## config.mk

```make
export PLATFORM = sky130hd
export DESIGN_NAME = rpn_calc_ctrl
export DESIGN_NICKNAME = d
export VERILOG_FILES = /design/src/rtl/calc_pkg.sv /design/src/rtl/calc_alu.sv /design/src/rtl/rpn_calc_ctrl.sv
export SDC_FILE = /design/constraint.sdc
export NUM_CORES = 1
export LEC_CHECK = 0
export CAP_MARGIN = 10
export CORE_MARGIN = 2
export CORE_UTILIZATION = 61
export CTS_BUF_LIST = sky130_fd_sc_hd__clkbuf_16
export DETAILED_ROUTE_END_ITERATION = 16
export PLACE_DENSITY = 0.86
export SYNTH_ARGS = -nofsm -noshare
export SYNTH_HDL_FRONTEND = slang
export SYNTH_SLANG_ARGS = --single-unit
```

## constraint.sdc

```tcl
create_clock -name clk -period 8.9 [get_ports clk]
set_input_delay 0.89 -clock clk [delete_from_list [all_inputs] [get_ports clk]]
set_output_delay 0.89 -clock clk [all_outputs]
set_load 0.01 [all_outputs]
```

## src/rtl/calc_pkg.sv

```systemverilog
// Shared key codes, FSM state and entry-mode encodings for the RPN calculator controller.
package calc_pkg;

    localparam logic [3:0] KEY_ADD   = 4'hA;
    localparam logic [3:0] KEY_SUB   = 4'hB;
    localparam logic [3:0] KEY_STORE = 4'hC;
    localparam logic [3:0] KEY_LOAD  = 4'hD;
    localparam logic [3:0] KEY_ENTER = 4'hE;
    localparam logic [3:0] KEY_CLEAR = 4'hF;

    typedef enum logic [1:0] {
        IDLE,
        EXEC,
        LOAD_WAIT,
        ERROR
    } state_t;

    typedef enum logic [1:0] {
        ENTRY,
        LIFT,
        REPLACE
    } mode_t;

    function automatic logic is_digit(input logic [3:0] k);
        return k <= 4'd9;
    endfunction

endpackage

```

## src/rtl/calc_alu.sv

```systemverilog
// Combinational arithmetic for the calculator: signed add/sub and decimal digit append,
// each with its own overflow flag.
module calc_alu #(
    parameter int W = 8
) (
    input  logic [W-1:0] i_a,
    input  logic [W-1:0] i_b,
    input  logic [3:0]   i_d,
    output logic [W-1:0] o_sum,
    output logic [W-1:0] o_diff,
    output logic [W-1:0] o_dig,
    output logic         o_ovf_add,
    output logic         o_ovf_sub,
    output logic         o_ovf_dig
);

    logic [2*W-1:0] w_b_ext;
    logic [2*W-1:0] w_prod;

    assign o_sum  = i_a + i_b;
    assign o_diff = i_a - i_b;

    assign o_ovf_add = (i_a[W-1] == i_b[W-1]) && (o_sum[W-1] != i_a[W-1]);
    assign o_ovf_sub = (i_a[W-1] != i_b[W-1]) && (o_diff[W-1] != i_a[W-1]);

    assign w_b_ext = {{W{i_b[W-1]}}, i_b};
    assign w_prod  = (w_b_ext * (2*W)'(10)) + (2*W)'(i_d);
    assign o_dig   = w_prod[W-1:0];

    // The 2W result fits in W signed bits only if its top W+1 bits are a pure sign extension.
    assign o_ovf_dig = !((&w_prod[2*W-1:W-1]) || !(|w_prod[2*W-1:W-1]));

endmodule

```

## src/rtl/rpn_calc_ctrl.sv

```systemverilog
// RPN calculator controller: operand stack, digit entry, add/sub and register-file store/load.
//
//   state     | meaning
//   IDLE      | waiting for a key, key_ready=1
//   EXEC      | applying the latched key to the stack (one cycle)
//   LOAD_WAIT | register-file read data arriving, written into B
//   ERROR     | stack frozen, only CLEAR has effect
module rpn_calc_ctrl
    import calc_pkg::*;
#(
    parameter int W      = 8,
    parameter int DEPTH  = 4,
    parameter int NREG   = 10,
    parameter int ADDR_W = 4
) (
    input  logic              clk,
    input  logic              reset,
    input  logic              key_valid,
    input  logic [3:0]        tecla,
    output logic              key_ready,
    output logic [W-1:0]      A,
    output logic [W-1:0]      B,
    output logic [ADDR_W-1:0] regadress,
    output logic [W-1:0]      regstore,
    output logic              regwrite,
    input  logic [W-1:0]      regload,
    output logic              ok,
    output logic              err
);

    localparam logic [W-1:0] NREG_W = W'(NREG);

    state_t              r_state;
    state_t              w_state_nxt;
    mode_t               r_mode;
    mode_t               w_mode_nxt;
    logic [W-1:0]        r_stk     [DEPTH];
    logic [W-1:0]        w_stk_nxt [DEPTH];
    logic [3:0]          r_key;
    logic [ADDR_W-1:0]   r_regadress;
    logic [W-1:0]        r_regstore;

    logic [W-1:0]        w_a;
    logic [W-1:0]        w_b;
    logic [W-1:0]        w_sum;
    logic [W-1:0]        w_diff;
    logic [W-1:0]        w_dig;
    logic                w_ovf_add;
    logic                w_ovf_sub;
    logic                w_ovf_dig;
    logic                w_addr_ok;
    logic                w_addr_drv;
    logic                w_wr;

    assign w_b = r_stk[0];
    assign w_a = r_stk[1];

    calc_alu #(.W(W)) u_alu (
        .i_a       (w_a),
        .i_b       (w_b),
        .i_d       (r_key),
        .o_sum     (w_sum),
        .o_diff    (w_diff),
        .o_dig     (w_dig),
        .o_ovf_add (w_ovf_add),
        .o_ovf_sub (w_ovf_sub),
        .o_ovf_dig (w_ovf_dig)
    );

    assign w_addr_ok = !w_b[W-1] && (w_b < NREG_W);

    always_comb begin
        w_state_nxt = r_state;
        w_mode_nxt  = r_mode;
        w_stk_nxt   = r_stk;
        w_wr        = 1'b0;
        w_addr_drv  = 1'b0;

        case (r_state)
            IDLE: begin
                if (key_valid) begin
                    w_state_nxt = EXEC;
                end
            end

            EXEC: begin
                w_state_nxt = IDLE;
                if (is_digit(r_key)) begin
                    w_mode_nxt = ENTRY;
                    case (r_mode)
                        ENTRY: begin
                            if (w_ovf_dig) begin
                                w_state_nxt = ERROR;
                            end else begin
                                w_stk_nxt[0] = w_dig;
                            end
                        end
                        LIFT: begin
                            for (int i = DEPTH - 1; i >= 1; i--) w_stk_nxt[i] = r_stk[i-1];
                            w_stk_nxt[0] = W'(r_key);
                        end
                        default: w_stk_nxt[0] = W'(r_key);
                    endcase
                end else begin
                    case (r_key)
                        KEY_ADD, KEY_SUB, KEY_STORE: begin
                            if ((r_key == KEY_ADD && w_ovf_add) || (r_key == KEY_SUB && w_ovf_sub) ||
                                (r_key == KEY_STORE && !w_addr_ok)) begin
                                w_state_nxt = ERROR;
                            end else begin
                                for (int i = 1; i <= DEPTH - 2; i++) w_stk_nxt[i] = r_stk[i+1];
                                w_stk_nxt[DEPTH-1] = '0;
                                w_stk_nxt[0] = (r_key == KEY_ADD) ? w_sum :
                                               (r_key == KEY_SUB) ? w_diff : w_a;
                                w_mode_nxt = LIFT;
                                w_wr       = (r_key == KEY_STORE);
                                w_addr_drv = (r_key == KEY_STORE);
                            end
                        end
                        KEY_LOAD: begin
                            if (!w_addr_ok) begin
                                w_state_nxt = ERROR;
                            end else begin
                                w_state_nxt = LOAD_WAIT;
                                w_mode_nxt  = LIFT;
                                w_addr_drv  = 1'b1;
                            end
                        end
                        KEY_ENTER: begin
                            for (int i = DEPTH - 1; i >= 1; i--) w_stk_nxt[i] = r_stk[i-1];
                            w_mode_nxt = REPLACE;
                        end
                        default: begin
                            for (int i = 0; i < DEPTH; i++) w_stk_nxt[i] = '0;
                            w_mode_nxt = REPLACE;
                        end
                    endcase
                end
            end

            LOAD_WAIT: begin
                w_stk_nxt[0] = regload;
                w_state_nxt  = IDLE;
            end

            default: begin
                if (key_valid && tecla == KEY_CLEAR) begin
                    for (int i = 0; i < DEPTH; i++) w_stk_nxt[i] = '0;
                    w_mode_nxt  = REPLACE;
                    w_state_nxt = IDLE;
                end
            end
        endcase
    end

    always_ff @(posedge clk or posedge reset) begin
        if (reset) begin
            r_state     <= IDLE;
            r_mode      <= REPLACE;
            r_stk       <= '{default: '0};
            r_key       <= '0;
            r_regadress <= '0;
            r_regstore  <= '0;
        end else begin
            r_state     <= w_state_nxt;
            r_mode      <= w_mode_nxt;
            r_stk       <= w_stk_nxt;
            r_regadress <= regadress;
            r_regstore  <= regstore;
            if (r_state == IDLE && key_valid) begin
                r_key <= tecla;
            end
        end
    end

    // Address and write data are driven during EXEC itself so the synchronous
    // register file sees them on the edge that ends EXEC.
    assign regadress = w_addr_drv ? w_b[ADDR_W-1:0] : r_regadress;
    assign regstore  = w_wr ? w_a : r_regstore;
    assign regwrite  = w_wr;

    assign key_ready = (r_state == IDLE) || (r_state == ERROR);
    assign A         = w_a;
    assign B         = w_b;
    assign ok        = (r_state != ERROR);
    assign err       = (r_state == ERROR);

endmodule

```

# After elaboration in Yosys (flattened, before gate mapping)
# Cells that the tools add are included.
[classes]
addsub = 3
mul = 1
n_lt_le_gt_ge = 2
n_eq_ne = 22
mux = 37
bitwise_logic = 2
reduce_logical = 29
[ops]
columns = ["cell", "count"]
rows = [
  ["32-bit two-way mux", 3],
  ["24-bit case mux with 3 select lines", 1],
  ["24-bit case mux with 2 select lines", 1],
  ["8-bit two-way mux", 5],
  ["4-bit equality test (second input constant)", 6],
  ["24-bit two-way mux", 1],
  ["8-bit case mux with 3 select lines", 1],
  ["2-bit two-way mux", 10],
  ["16-bit by 4-bit adder with 16-bit output", 1],
  ["16-bit by 3-bit multiplier with 15-bit output (second input constant)", 1],
  ["8-bit case mux with 2 select lines", 1],
  ["2-bit case mux with 2 select lines", 3],
  ["5-bit AND reduction", 2],
  ["9-bit AND reduction", 1],
  ["9-bit OR reduction", 1],
  ["8-bit adder", 1],
  ["1-bit logical AND", 8],
  ["8-bit by 4-bit < comparator with 1-bit output (second input constant)", 1],
  ["1-bit two-way mux", 8],
  ["4-bit inequality test (second input constant)", 2],
  ["8-bit subtractor", 1],
  ["3-bit inequality test (second input constant)", 2],
  ["2-bit case mux with 3 select lines", 1],
  ["2-bit by 1-bit equality test with 1-bit output (second input constant)", 2],
  ["20 further kinds", 32],
]
[totals]
regBits = 52
inputBits = 15
output_inout_bits = 32
word_cells = 105

# Depth between registers and ports, before layout
[depth]
word_depth = 11
mapped_depth = 13
mapped_depth_nobuf = 13

# Cells and area by module
# Synthesis repeated with hierarchy kept, for this count alone.
[hier_totals]
hier_cells = 501
hier_area_um2 = 4500.6
[by_module_without_submodules]
columns = ["mod", "n_inst", "cells_each", "area_per_inst_um2", "seq_area_each_um2"]
rows = [
  ["rpn_calc_ctrl", 1, 340, 3261.9, 1302.5],
  ["calc_alu", 1, 161, 1238.7, 0.0],
]

# Least setup slack after synthesis
# No wires, ideal clock.
[synth_path]
path_type = "register -> output"
start = "register r_stk (netlist bit B[1])"
end = "output port regstore[1]"
arrival_time_ps = 2565
required_ps = 8010
setup_slack_ps = 5445
stages_incl_launch_ff = 12
n_path_buf = 0
cell_sequence = "dfrtp_1 inv_1 ha_1 nor2b_1 o2111ai_1 a21o_1 o311ai_1 a31oi_2 nand3_1 clkinv_1 nand2_1 nand2_1"
[synth_between]
elab_chain_cells = 11
elab_cells_between_ends = 19
cone_classes = "add/sub: 2; order compare: 1; eq/ne: 2; mux: 5; reduce/logical: 9"
[synth_lines]
columns = ["element", "line", "source"]
rows = [
  ["start, declared", "rpn_calc_ctrl.sv:37", "logic [W-1:0] r_stk [DEPTH];"],
  ["start signal, assigned", "rpn_calc_ctrl.sv:167", "r_stk <= w_stk_nxt;"],
  ["8-bit adder or 8-bit subtractor (tied branches)", "calc_alu.sv:20, calc_alu.sv:21", ""],
  ["1-bit inequality test (on tied branches)", "calc_alu.sv:23, calc_alu.sv:24", ""],
  ["1-bit logical AND (on tied branches)", "calc_alu.sv:23, calc_alu.sv:24", ""],
  ["1-bit logical AND", "rpn_calc_ctrl.sv:107", "if ((r_key == KEY_ADD && w_ovf_add) || (r_key == KEY_SUB && w_ovf_sub) ||"],
  ["1-bit logical OR", "rpn_calc_ctrl.sv:107", ""],
  ["1-bit logical OR *", "rpn_calc_ctrl.sv:107", ""],
  ["1-bit two-way mux *", "rpn_calc_ctrl.sv:107", ""],
  ["1-bit two-way mux *", "rpn_calc_ctrl.sv:105", "case (r_key)"],
  ["1-bit two-way mux *", "rpn_calc_ctrl.sv:88", "if (is_digit(r_key)) begin"],
  ["1-bit two-way mux *", "rpn_calc_ctrl.sv:79", "case (r_state)"],
  ["via regwrite", "rpn_calc_ctrl.sv:25", "output logic regwrite,"],
  ["8-bit two-way mux *", "rpn_calc_ctrl.sv:179", "assign regstore = w_wr ? w_a : r_regstore;"],
  ["end, declared", "rpn_calc_ctrl.sv:24", "output logic [W-1:0] regstore,"],
]
# The timed path passes the listed nets; every way through them passes the cells marked *.

# Final worst setup path
[layout_path]
start = "register r_stk (netlist bit B[1])"
end = "output port regstore[3]"
[layout_between]
elab_chain_cells = 11
elab_cells_between_ends = 19
cone_classes = "add/sub: 2; order compare: 1; eq/ne: 2; mux: 5; reduce/logical: 9"
[layout_lines]
columns = ["element", "line"]
rows = [
  ["8-bit adder or 8-bit subtractor (tied branches)", "calc_alu.sv:20, calc_alu.sv:21"],
  ["1-bit inequality test (on tied branches)", "calc_alu.sv:23, calc_alu.sv:24"],
  ["1-bit logical AND (on tied branches)", "calc_alu.sv:23, calc_alu.sv:24"],
  ["1-bit logical AND", "rpn_calc_ctrl.sv:107"],
  ["1-bit logical OR", "rpn_calc_ctrl.sv:107"],
  ["1-bit logical OR *", "rpn_calc_ctrl.sv:107"],
  ["1-bit two-way mux *", "rpn_calc_ctrl.sv:107"],
  ["1-bit two-way mux *", "rpn_calc_ctrl.sv:105"],
  ["1-bit two-way mux *", "rpn_calc_ctrl.sv:88"],
  ["1-bit two-way mux *", "rpn_calc_ctrl.sv:79"],
  ["8-bit two-way mux *", "rpn_calc_ctrl.sv:179"],
]
# Mark *: on every way between the ends. The rest lies on a longest branch, timed or not.

==> impl_metrics.json <==
{
  "max_stage_delay_ns": 0.63,
  "layout_min_cycle_time_ns": 4.810,
  "syn_inst": 481,
  "cp_data_required_time_ns": 8.01,
  "muxShareOfSynthArea": 0.07024,
  "yosysTopAreaCell": "dfrtp_1",
  "synth_compound_area_frac": 0.2065,
  "critPathCaptureType": "primary output",
  "yosysWarnings": 0,
  "path_cells": "inv_1, ha_1, nor2b_1, o2111ai_1, a21o_1, o311ai_1, a31oi_2, nand3_1, clkinv_1, nand2_1, nand2_1, clkdlybuf4s50_1",
  "worst_clock_skew_ns": 0.009842,
  "cts_tree": "done",
  "synth.most_common_cell": "dfrtp_1",
  "cts-resized-gates": 0,
  "cts_hold_buf": 0,
  "num_rows": 30,
  "synth_top_area_share": 0.3075,
  "synth_common_cells": "51 x dfrtp_1, 50 x nand2_1, 38 x nor2_1, 36 x ha_1, 35 x a21oi_1",
  "worst_pin_slew_ns": 0.4927,
  "initial_core_util": 0.6212,
  "crit_path_frequent_cell": "nand2_1",
  "grt_pass1_wl_um": 17240,
  "setup_violations": 0,
  "synth_area_per_cell_um2": 8.628,
  "drt_iter0_drc": 396,
  "ff_latch_area_um2": 1303,
  "syn_nets": 536,
  "avgRoutedWirePerCell_um": 17.77,
  "synth-simple-area-share": 0.1658,
  "grt_max_degree": 53,
  "clock_sinks": 52,
  "cts_buffers": 5,
  "grt-ovfl-total": 0,
  "core_region_area_um2": 6681,
  "peakVddDrop_v": 0.0002105,
  "io_pins": 47,
  "vias": 3658,
  "grt_antenna_before_repair": 0,
  "ys_ff_latch": 52,
  "viasPerCell": 6.285,
  "place.gp.congestion": 0.9363,
  "drv_cap": 0,
  "power-per-cell-area_nw_per_um2": 390.7,
  "rsz0062_at_grt": "false",
  "fin_setup_tns_ns": 0,
  "drv_slew": 0,
  "clkTransAtPathRegs_ns": 0.08,
  "wl_um": 10340,
  "first_pass_iters": 5,
  "synthAdderAreaFrac": 0.1278,
  "die-area_um2": 7480,
  "slew-limit-headroom": 0.6692,
  "clock_latency_ns": 0.30,
  "ys_seq_area_frac": 0.3138,
  "die_width_um": 86.49,
  "ys_top_cells_by_area": "dfrtp_1 31%, ha_1 11%, nand2_1 4.5%, a21oi_1 4.2%, o21ai_0 3.6%",
  "hp-class": "flop to flop",
  "worst-setup-path-type": "flop to primary output",
  "num_antenna_cells": 0,
  "clock_path_buffers": 2,
  "nFillCells": 545,
  "cts_htree_levels": 2,
  "synth.distinct_cells": 64,
  "final_hold_viol_count": 0,
  "crit_fanout": 11,
  "timing.final.crit_share": 0.5405,
  "drc": 0,
  "cp_data_arrival_time_ns": 3.92,
  "root_buffer": "clkbuf_16",
  "synth-xor-area-share": 0.03377,
  "synth-main-ff-cell": "dfrtp_1",
  "ant_nets": 0,
  "drive_gt1_frac": 0.08167,
  "netlist_area_um2": 4150,
  "cp-start-kind": "flop",
  "post_cts_buffers": 0,
  "area_growth_pct": 13.48,
  "die_height_um": 86.49,
  "synth_top_family_by_area": "compound AO/OA/AOI/OAI gates",
  "multiInputGateArea_um2": 2514,
  "crit_slowest_cell": "dfrtp_1",
  "leakagePower_nw": 2.083,
  "grt_pass1_vias": 3520,
  "power_w": 0.001840,
  "io_buffer_count": 46,
  "timing.fmax_mhz": 207.9,
  "layout.nets": 556,
  "dp_hpwl_um": 7370,
  "synth_enable_flop_cells": 0,
  "grt_use_total": 0.2920,
  "status": "finished, final reports clean",
  "synthArstFlopShare": 1.000
}
## through the flow
| step | util | instances | instance area [um^2] | setup slack (ns) | hold WS (ns) |
|---|---|---|---|---|---|
| after floorplan | - | 481 | 4150 | 5.445 | 0.4799 |
| after global placement | 0.6792 | 573 | 4538 | 4.734 | 0.4615 |
| after detailed placement | 0.6792 | 573 | 4538 | 4.524 | 0.4636 |
| after CTS | 0.7019 | 581 | 4690 | 4.135 | 0.4821 |
| after global routing | 0.7049 | 582 | 4710 | 3.780 | 0.5010 |
| final | 0.7049 | 582 | 4710 | 4.090 | 0.4779 |
## sequential cells by signal, summed over array words and instances (netlist names)
name	count
r_key	4
r_state	2
r_stk	16
A	8
r_regadress	4
r_mode	2
r_regstore	8
B	8
## kinds of logic (layout without fill, tap and decap cells)
| family | Yosys count | after routing |
|---|---|---|
| mux | 25 | 25 |
| flops | 52 | 52 |
| xor+xnor | 16 | 16 |
| buf+inv | 73 | 94 |
| simple gates | 145 | 145 |
| fa+ha+maj | 40 | 40 |
| compound gates | 130 | 130 |
## area by class of cell
cell class	count	share of cell area
multi-input combinational	356	0.5337
inverter	35	0.02790
sequential	52	0.2766
clock inverter	3	0.005579
clock buffer	5	0.02657
timing repair buffer	51	0.1084
tap	80	0.02125
## placed cells by master, fill, tap and decap left out, types with 5 or more instances in the layout
| cell type | Yosys | layout |
|---|---|---|
| a21o_1 | 6 | 6 |
| a21oi_1 | 35 | 34 |
| a222oi_1 | 5 | 5 |
| a22oi_1 | 16 | 16 |
| a31oi_1 | 5 | 5 |
| clkbuf_16 | 0 | 5 |
| clkdlybuf4s50_1 | 0 | 46 |
| dfrtp_1 | 51 | 51 |
| ha_1 | 36 | 36 |
| inv_1 | 33 | 32 |
| mux2_2 | 11 | 11 |
| mux2_4 | 5 | 5 |
| mux2i_1 | 7 | 7 |
| nand2_1 | 50 | 50 |
| nand2b_1 | 7 | 7 |
| nand3_1 | 20 | 20 |
| nor2_1 | 38 | 38 |
| nor2b_1 | 6 | 5 |
| o21ai_0 | 30 | 30 |
| xnor2_1 | 10 | 10 |
| xor2_1 | 6 | 6 |
## where the power goes
group          switching (W)  internal, W
clock network      0.0000993     0.000107
logic               0.000627     0.000514
registers           0.000153     0.000340
## metal layers
| layer | vias up | wire [um] | GRT usage | part of all wire |
|---|---|---|---|---|
| li1 | 1734 | - | - | - |
| met1 | 1758 | 4506 | 0.4042 | 0.44 |
| met2 | 148 | 4966 | 0.4615 | 0.48 |
| met3 | 18 | 683 | 0.05048 | 0.066 |
| met4 | 0 | 186 | 0.1065 | 0.018 |
| met5 | - | 0 | 0 | 0 |
## worst max-delay path, delay by kind of cell (launching register included)
kind,cells,cell delay (ns)
compound gates,4,0.93
flops,1,0.63
simple gates,4,0.76
buf+inv,3,0.98
fa+ha+maj,1,0.32
## worst paths after layout
path	to	from	slack [ns]	cells past startpoint
max	regstore[3]	B[1]	4.09	12
min	r_regstore[6]	r_regstore[6]	0.48	2
max reg2reg	B[4]	B[1]	5.18	13
min reg2reg	r_regstore[6]	r_regstore[6]	0.48	2
max in group asynchronous	r_stk[10]	reset	7.47	3
min in group asynchronous	B[0]	reset	0.91	2
No activity file was read; power rests on OpenSTA's default activity.
